## config.mk

```make
export PLATFORM = sky130hd
export DESIGN_NAME = mux_arb_n
export DESIGN_NICKNAME = d
export VERILOG_FILES = /design/src/rtl/mux_arb_n.sv
export SDC_FILE = /design/constraint.sdc
export NUM_CORES = 1
export LEC_CHECK = 0
export BUFFER_PORTS_ARGS = -buffer_cell sky130_fd_sc_hd__buf_2
export CORE_MARGIN = 2
export CORE_UTILIZATION = 35
export DETAILED_ROUTE_END_ITERATION = 10
export PLACE_DENSITY = 0.72
export RECOVER_POWER = 25
export SYNTH_ARGS = -nofsm -noshare
export SYNTH_HDL_FRONTEND = slang
export SYNTH_SLANG_ARGS = --single-unit
```

## constraint.sdc

```tcl
create_clock -name Clk -period 2 [get_ports Clk]
set_clock_uncertainty 0.2 [all_clocks]
set_input_delay 0.1 -clock Clk [delete_from_list [all_inputs] [get_ports Clk]]
set_output_delay 0.1 -clock Clk [all_outputs]
set_load 0.01 [all_outputs]
```

## src/rtl/mux_arb_n.sv

```systemverilog
// ---------------------------------------------------------------------------------------------
// mux_arb_n
//
// Purpose
//   N-channel valid/ready multiplexer with a single registered output stage. Channel selection
//   is either directed (mode=0, channel chosen by Sel) or round-robin (mode=1, search starts
//   one past the last channel granted in round-robin mode). One word per cycle is sustained
//   when the downstream keeps out_ready high.
//
// Ports
//   Clk        in   1         rising-edge clock
//   Reset      in   1         asynchronous, active-high reset
//   mode       in   1         0 = directed select, 1 = round-robin
//   Sel        in   SW        channel index for mode=0 (values >= N select nothing)
//   in_valid   in   N         per-channel valid
//   in_data    in   N*WIDTH   channel i at [i*WIDTH +: WIDTH]
//   in_ready   out  N         per-channel accept strobe (one-hot or zero)
//   out_valid  out  1         output register holds a word
//   out_data   out  WIDTH     registered word
//   out_src    out  SW        channel that supplied out_data
//   out_ready  in   1         downstream accept
//   xfer_cnt   out  16        saturating count of output transfers (only with the macro below)
//
// Configuration
//   MUX_ARB_N_XFER_CNT_EN  when defined, adds the xfer_cnt port and its counter.
// ---------------------------------------------------------------------------------------------
module mux_arb_n #(
    parameter int unsigned WIDTH = 16,
    parameter int unsigned N     = 4,
    localparam int unsigned SW   = (N > 1) ? $clog2(N) : 1
) (
    input  logic                 Clk,
    input  logic                 Reset,
    input  logic                 mode,
    input  logic [SW-1:0]        Sel,
    input  logic [N-1:0]         in_valid,
    input  logic [N*WIDTH-1:0]   in_data,
    output logic [N-1:0]         in_ready,
    output logic                 out_valid,
    output logic [WIDTH-1:0]     out_data,
    output logic [SW-1:0]        out_src,
`ifdef MUX_ARB_N_XFER_CNT_EN
    output logic [15:0]          xfer_cnt,
`endif
    input  logic                 out_ready
);

    // Channel count as an SW+1 bit value so Sel can be range-checked without truncation.
    localparam logic [SW:0] NVal = (SW + 1)'(N);

    typedef enum logic [0:0] {StEmpty, StFull} state_e;

    state_e          state_q, state_d;
    logic [WIDTH-1:0] out_data_q, out_data_d;
    logic [SW-1:0]    out_src_q, out_src_d;
    logic [SW-1:0]    rr_ptr_q, rr_ptr_d;

    logic             load;
    logic             grant_vld;
    logic [SW-1:0]    grant_idx;
    logic [WIDTH-1:0] grant_data;
    logic             capture;

    // -----------------------------------------------------------------------------------------
    // Grant decision
    // -----------------------------------------------------------------------------------------
    always_comb begin
        int cand;
        grant_vld = 1'b0;
        grant_idx = '0;
        cand      = 0;
        if (!mode) begin
            if (({1'b0, Sel} < NVal) && in_valid[Sel]) begin
                grant_vld = 1'b1;
                grant_idx = Sel;
            end
        end else begin
            // Scan (rr_ptr+1) .. (rr_ptr+N) modulo N; the last candidate is rr_ptr itself so a
            // lone requester that was just served still wins again.
            for (int k = 1; k <= int'(N); k++) begin
                cand = (32'(rr_ptr_q) + k) % int'(N);
                if (!grant_vld && in_valid[cand]) begin
                    grant_vld = 1'b1;
                    grant_idx = cand[SW-1:0];
                end
            end
        end
    end

    // Word of the granted channel.
    always_comb begin
        grant_data = '0;
        for (int i = 0; i < int'(N); i++) begin
            if (grant_idx == SW'(i)) begin
                grant_data = in_data[i*WIDTH +: WIDTH];
            end
        end
    end

    // The register can take a new word when it is empty or is being drained this cycle.
    assign load    = (state_q == StEmpty) || out_ready;
    assign capture = load && grant_vld;

    // Accept strobe only for the granted channel; suppressed while reset is held so nothing
    // is consumed upstream that the output stage is about to discard.
    always_comb begin
        in_ready = '0;
        for (int i = 0; i < int'(N); i++) begin
            if (capture && !Reset && (grant_idx == SW'(i))) begin
                in_ready[i] = 1'b1;
            end
        end
    end

    // -----------------------------------------------------------------------------------------
    // Output-stage FSM: state register
    // -----------------------------------------------------------------------------------------
    always_ff @(posedge Clk or posedge Reset) begin
        if (Reset) begin
            state_q <= StEmpty;
        end else begin
            state_q <= state_d;
        end
    end

    // Output-stage FSM: next state
    always_comb begin
        state_d = state_q;
        unique case (state_q)
            StEmpty: begin
                if (capture) begin
                    state_d = StFull;
                end
            end
            StFull: begin
                // Draining with nothing to refill empties the stage; a refill keeps it full.
                if (out_ready && !grant_vld) begin
                    state_d = StEmpty;
                end
            end
            default: state_d = StEmpty;
        endcase
    end

    // Output-stage FSM: outputs
    always_comb begin
        out_valid = (state_q == StFull);
    end

    // -----------------------------------------------------------------------------------------
    // Data path registers
    // -----------------------------------------------------------------------------------------
    always_comb begin
        out_data_d = out_data_q;
        out_src_d  = out_src_q;
        rr_ptr_d   = rr_ptr_q;
        if (capture) begin
            out_data_d = grant_data;
            out_src_d  = grant_idx;
            // Directed captures do not disturb round-robin fairness.
            if (mode) begin
                rr_ptr_d = grant_idx;
            end
        end
    end

    always_ff @(posedge Clk or posedge Reset) begin
        if (Reset) begin
            out_data_q <= '0;
            out_src_q  <= '0;
            // Pointer at N-1 makes channel 0 the first round-robin winner.
            rr_ptr_q   <= SW'(N - 1);
        end else begin
            out_data_q <= out_data_d;
            out_src_q  <= out_src_d;
            rr_ptr_q   <= rr_ptr_d;
        end
    end

    assign out_data = out_data_q;
    assign out_src  = out_src_q;

`ifdef MUX_ARB_N_XFER_CNT_EN
    // -----------------------------------------------------------------------------------------
    // Saturating transfer counter
    // -----------------------------------------------------------------------------------------
    logic [15:0] xfer_cnt_q, xfer_cnt_d;

    always_comb begin
        xfer_cnt_d = xfer_cnt_q;
        if (out_valid && out_ready && (xfer_cnt_q != 16'hFFFF)) begin
            xfer_cnt_d = xfer_cnt_q + 16'd1;
        end
    end

    always_ff @(posedge Clk or posedge Reset) begin
        if (Reset) begin
            xfer_cnt_q <= '0;
        end else begin
            xfer_cnt_q <= xfer_cnt_d;
        end
    end

    assign xfer_cnt = xfer_cnt_q;
`endif

endmodule

```

==> results of run 1 <==
[metal layers]
layer  wire length (um)  vias up
li1                   -      853
met1               2230      866
met5                  0        -
met2               3290      102
met4                257        0
met3                402       30
[logic make-up after synthesis]
kind of cell	after synthesis	synth area share (%)
simple gates	35	11.2
flops	21	36.5
buf+inv	14	9.17
compound gates	30	16.7
mux	38	26.5
[cell type report]
class                   count  area [um2]
clock buffers               4        45.0
flip-flops and latches     21         528
multi-input cells         103         861
well taps                  50        62.6
inverters                   3        11.3
repair buffers            175        1310
fillers                   254        1180
[sequential cells by signal (all words and copies together) (netlist names)]
| register | cells |
|---|---|
| rr_ptr_q | 2 |
| out_data | 16 |
| out_valid | 1 |
| out_src | 2 |
[cells in the final DEF (no fill, tap or decap), types with 3 or more instances in the layout]
| cell type | instances |
|---|---|
| inv_1 | 3 |
| mux2i_1 | 31 |
| buf_12 | 5 |
| nand2_1 | 19 |
| clkbuf_8 | 3 |
| buf_4 | 8 |
| dlygate4sd3_1 | 62 |
| o221ai_2 | 3 |
| o221ai_1 | 14 |
| dfrtp_1 | 19 |
| nor2_1 | 5 |
| o21ai_1 | 3 |
| mux2i_2 | 4 |
| buf_2 | 95 |
[how the worst max path moves through the flow]
stage | to | slack [ps] | cells past startpoint
after floorplan | out_data[15] | 40 | 7
after global placement | out_data[15] | -30 | 6
after detailed placement | out_data[3] | -120 | 6
after CTS | out_data[8] | -140 | 7
after global routing | out_data[5] | -290 | 7
final | out_data[5] | -170 | 7
[metrics by stage]
| stage | TNS [ps] | setup slack, ps | util, % | power [W] | instance area [um2] |
|---|---|---|---|---|---|
| after floorplan | 0 | 38.1 | - | 0.00106 | 1450 |
| after global placement | -207 | -30.8 | 49.5 | 0.00130 | 1980 |
| after global routing | -4270 | -289 | 70.5 | 0.00194 | 2820 |
| after CTS | -2240 | -137 | 68.4 | 0.00175 | 2740 |
| final | -1930 | -171 | 70.5 | 0.00185 | 2820 |
| after detailed placement | -935 | -117 | 49.5 | 0.00131 | 1980 |
[repair_timing]
item                                    in CTS  in global routing
hold buffers                                62                  0
endpoints found under the hold margin       36                  0
pin swaps                                    6                  6
gates resized for setup                      8                 13
cloned                                       1                  1
buffers inserted                             3                  4
endpoints found under the setup margin      20                 20
[worst max-delay path, stage by stage, from the launching register on]
cell and delay, ps:
dfstp_2 590, mux2i_1 220, o221ai_2 130, o21ai_4 200
buf_4 160, buf_12 140, mux2i_1 240, o221ai_1 160
[power breakdown]
part           internal (W)  switching, W
Clock              0.000142      0.000152
Combinational      0.000499      0.000426
Sequential         0.000548     0.0000819
Total               0.00119      0.000661
==> flow_summary_export.csv, run 1 <==
group,metric,value,unit
worst_setup_path,r2r_setup_slack,-170,ps
clock_tree,clock_tree.buffer_depth,2,
worst_setup_path,crit_start,"rr_ptr_q[1]",
synthesis,synthFlopType,"dfrtp_1",
sta,finalHoldViolCount,0,
global_routing,grt_pass1_wl,8530,um
synthesis,synth_edf_count,0,
routing,via_per_inst,5.20,
synthesis,synthesis.area,1450,um2
hold_path,whs_path_depth,3,
status,violations,"setup timing",
floorplan,initial_core_util,36.2,%
routing,drt_iter0_drc,137,
floorplan,ios,97,
synthesis,yosysSeqAreaShare,36.5,%
worst_setup_path,arrival,2100,ps
synthesis,avgSynthCellArea,10.5,um2
global_routing,grt-busiest-layer,"met2",
synthesis,ys_top_cells_by_count,"mux2i_1, nand2_1, dfrtp_1, o221ai_1",
global_routing,met3_usage,5.43,%
status,status,"finished with violations",
floorplan,rows,23,
sta,rsz0062_at_grt,"yes",
synthesis,async_flop_share,100,%
worst_setup_path,r2r_cells,7,
worst_setup_path,cp_data_required_time,1930,ps
pwr,peakVddDrop,0.396,mV
sta,finalMaxSlewViolations,0,
routing,drtPass1Iterations,6,
global_routing,grt_util_met2,45.5,%
worst_setup_path,path_max_fanout,10,
synthesis,synthTopCellsByArea,"dfrtp_1, mux2i_1, o221ai_1",
routing,vias,1851,
synthesis,yosys.area.top_type,"dfrtp_1",
worst_setup_path,crit_path_start_kind,"register",
worst_setup_path,r2r_end,"out_data[5]",
synthesis,synth_top_area_share,32.9,%
clock_tree,cts_tree,"built",
worst_setup_path,reg2reg_from,"rr_ptr_q[1]",
final_layout,final_layout_size_suffix_gt1_share,43.8,%
routing,ant_nets,0,
final_layout,diodes,0,
routing,wire_per_inst,17.4,um
place,portBuffers,96,
place,gp_routability_congestion,0.759,
sta,min_period_over_period,109,%
clock_tree,root_buffer,"clkbuf_8",
clock_tree,cts.sink_count,21,
clock_tree,path_clk_slew,80,ps
routing,wl,6180,um
global_routing,antenna_found_initial,0,
floorplan,core_area,4000,um2
hold_path,min-delay-start,"in_data[46]",
place,hpwl,3170,um
final_layout,layout.nets,381,
global_routing,grt_pass1_vias,1816,
final_layout,fin_cells,356,
pwr,leakagePower,1.42,nW
sta,worst_pin_slew,554,ps
sta,slew-limit-headroom,63.1,%
sta,timing.final.ws_setup,-171,ps
clock_tree,cts_buffers,3,
synthesis,yosys.cell_types.count,29,
global_routing,grt_max_degree,22,
synthesis,syn_inst,138,
clock_tree,cts-htree-levels,1,
sta,hold_slack,4.24,ps
final_layout,area_delta_synth_final,95.0,%
hold_path,hold_end,"out_data[14]",
worst_setup_path,setup.worst_path.end_class,"register",
pwr,powerDensity,656,nW/um2
worst_setup_path,path_class,"register to register",
sta,finalSetupViolCount,20,
clock_tree,clk-insertion-delay-late,260,ps
flow_run,cap_violations,0,
global_routing,grt_remaining_overflow,0,
floorplan,die_h,68.3,um
sta,clock.fmax,461,MHz
global_routing,groute.usage.overall,25.1,%
hold_path,hp-class,"primary input to register",
synthesis,yosys_warnings,0,
synthesis,ys_ff_latch,21,
place,dp.cells,282,
floorplan,die_area,4660,um2
sta,post-route-min-period,2170,ps
synthesis,synth_most_common_cell,"mux2i_1",
floorplan,die_w,68.3,um
synthesis,syn_nets,212,
routing,drc,0,
global_routing,met1_usage,27.3,%
Power figures use the tool's default switching activity.
==> inputs of run 2 (changes only) <==
Settings changed: ABC_AREA from default to 1, GPL_ROUTABILITY_DRIVEN from default to 0, PLACE_DENSITY 0.72 to 0.68.
==> flow_summary_export.csv, run 2 <==
group,metric,value,unit
floorplan,ios,97,
pwr,powerDensity,1200,nW/um2
floorplan,die_h,75.0,um
sta,finalMaxSlewViolations,0,
final_layout,area_delta_synth_final,83.9,%
sta,rsz0062_at_grt,"yes",
sta,finalHoldViolCount,0,
clock_tree,cts.sink_count,21,
routing,vias,2476,
global_routing,grt_pass1_vias,2424,
floorplan,die_w,75.0,um
worst_setup_path,setup.worst_path.end_class,"output pin",
routing,via_per_inst,4.76,
synthesis,synthTopCellsByArea,"dfrtp_1, nand2_1, o21ai_0",
final_layout,layout.nets,528,
final_layout,diodes,0,
synthesis,syn_inst,273,
sta,slew-limit-headroom,80.6,%
sta,worst_pin_slew,289,ps
clock_tree,root_buffer,"clkbuf_8",
synthesis,synthesis.area,1760,um2
final_layout,fillCellCount,375,
clock_tree,cts_buffers,3,
routing,drc,0,
pwr,peakVddDrop,0.770,mV
floorplan,core_area,4790,um2
final_layout,finish.utilization,67.8,%
final_layout,most-common-layout-cells,"nand2_1, buf_2, dlygate4sd3_1",
place,portBuffers,96,
clock_tree,clock_tree.buffer_depth,2,
global_routing,grt_remaining_overflow,0,
synthesis,yosys.area.top_type,"dfrtp_1",
routing,drt_iter0_drc,158,
sta,timing.final.ws_setup,-487,ps
worst_setup_path,path_max_fanout,8,
flow_run,cap_violations,0,
worst_setup_path,crit_path_start_kind,"register",
worst_setup_path,max_stage_delay,640,ps
worst_setup_path,critPathTopFamily,"flip-flops",
clock_tree,cts_tree,"built",
synthesis,synthFlopType,"dfrtp_1",
status,status,"finished with violations",
routing,wl_met2,3770,um
place,hpwl,4380,um
sta,clock.fmax,402,MHz
synthesis,avgSynthCellArea,6.46,um2
synthesis,async_flop_share,100,%
sta,finalSetupViolCount,24,
synthesis,syn_nets,347,
clock_tree,clk-insertion-delay-late,270,ps
worst_setup_path,cp_data_required_time,1700,ps
worst_setup_path,worst_path_most_repeated_cell,"nand2_2",
worst_setup_path,path_class,"register to output pin",
synthesis,synth_top_area_share,27.0,%
global_routing,grt_max_degree,22,
synthesis,yosysSeqAreaShare,29.9,%
worst_setup_path,arrival,2190,ps
sta,hold_slack,5.43,ps
routing,drtPass1Iterations,4,
routing,top_layer,"met4",
global_routing,antenna_found_initial,0,
floorplan,die_area,5620,um2
sta,post-route-min-period,2490,ps
clock_tree,cts-htree-levels,1,
final_layout,regArea,528,um2
routing,ant_nets,0,
global_routing,groute.usage.overall,25.0,%
clock_tree,path_clk_slew,80,ps
worst_setup_path,crit_chain,"inv_6, nand2_2, nand2_2, nand2_2, a21boi_2, nand2_1, clkinv_1, nand3_2, nand2_4, clkinv_8, buf_6, nor3_2, buf_2",
routing,wl_met1,2840,um
worst_setup_path,crit_buf_inv,5,
synthesis,yosys.cell_types.count,31,
floorplan,initial_core_util,36.9,%
routing,wl_met3,363,um
final_layout,multi_input_area,1120,um2
floorplan,rows,25,
final_layout,final_layout_size_suffix_gt1_share,38.6,%
status,violations,"setup timing",
routing,wire_per_inst,13.9,um
final_layout,largest_reg_flops,16,
synthesis,synth_edf_count,0,
sta,min_period_over_period,124,%
pwr,leakagePower,1.77,nW
worst_setup_path,slowest_stage,"dfstp_2",
global_routing,grt_pass1_wl,10600,um
synthesis,ys_ff_latch,21,
synthesis,synth_most_common_cell,"nand2_1",
final_layout,final_common_cell,"nand2_1",
hold_path,hp-class,"primary input to register",
synthesis,ys_top_cells_by_count,"nand2_1, o21ai_0, inv_1, nand3_1, dfrtp_1",
routing,wl,7220,um
synthesis,yosys_warnings,0,
## run 2: metrics by stage
step | std cells | setup WS, ps | TNS [ps] | power [W] | cell area [um2]
2_1_floorplan | 273 | -151 | -2510 | 0.00246 | 1820
3_3_place_gp | 446 | -244 | -4310 | 0.00310 | 2440
3_5_place_dp | 446 | -354 | -6130 | 0.00316 | 2440
4_1_cts | 517 | -478 | -7710 | 0.00372 | 3190
5_1_grt | 520 | -613 | -11740 | 0.00423 | 3240
6_report | 520 | -487 | -8410 | 0.00391 | 3240
## run 2: power breakdown
part / switching (W) / total, W / leakage (nW) / internal, W
Combinational: 0.00165 / 0.00283 / 1.49 / 0.00118
Sequential: 0.000136 / 0.000775 / 0.255 / 0.000639
Clock: 0.000157 / 0.000297 / 0.0255 / 0.000139
## run 2: logic make-up after synthesis
group,Yosys count,synth area share [%]
buffers and inverters,42,11.8
AND/OR/NAND/NOR,169,44.9
AO/OA/AOI/OAI,41,13.4
flip-flops,21,29.9
## run 2: area by class of cell
| class | instances | share of cell area [%] |
|---|---|---|
| inverters | 32 | 4.36 |
| repair buffers | 185 | 40.9 |
| well taps | 67 | 2.58 |
| flip-flops and latches | 21 | 16.3 |
| clock inverters | 1 | 0.154 |
| clock buffers | 3 | 1.27 |
| multi-input cells | 211 | 34.4 |
## run 2: final timing paths
path | from | to | slack, ps | depth (start not counted)
worst max-delay path | rr_ptr_q[0] | in_ready[0] | -490 | 13
worst min-delay path | in_data[42] | out_data[10] | 5 | 5
max in group asynchronous | Reset | rr_ptr_q[0] | 980 | 4
worst min register to register | out_data[10] | out_data[10] | 280 | 2
min in group asynchronous | Reset | out_data[14] | 330 | 4
worst max register to register | rr_ptr_q[0] | out_data[8] | -440 | 16
## run 2: layer usage
metal / vias to the layer above / GRT usage (%)
li1: 1227 / -
met1: 1105 / 29.1
met2: 120 / 45.9
met3: 24 / 3.88
met4: 0 / 9.13
met5: - / 0
## run 2: what timing repair did
| item | 4_1_cts | 5_1_grt |
|---|---|---|
| buffers inserted | 3 | 3 |
| pin swaps | 3 | 9 |
| hold endpoints to repair | 37 | 0 |
| cloned | 1 | 0 |
| gates resized for setup | 13 | 12 |
| hold buffers | 63 | 0 |
| setup endpoints to repair | 24 | 24 |
## run 2: worst min-delay path: cells and delay by family
kind / cells / cell delay, ps
AO/OA/AOI/OAI: 1 / 80
AND/OR/NAND/NOR: 3 / 170
buffers and inverters: 1 / 80
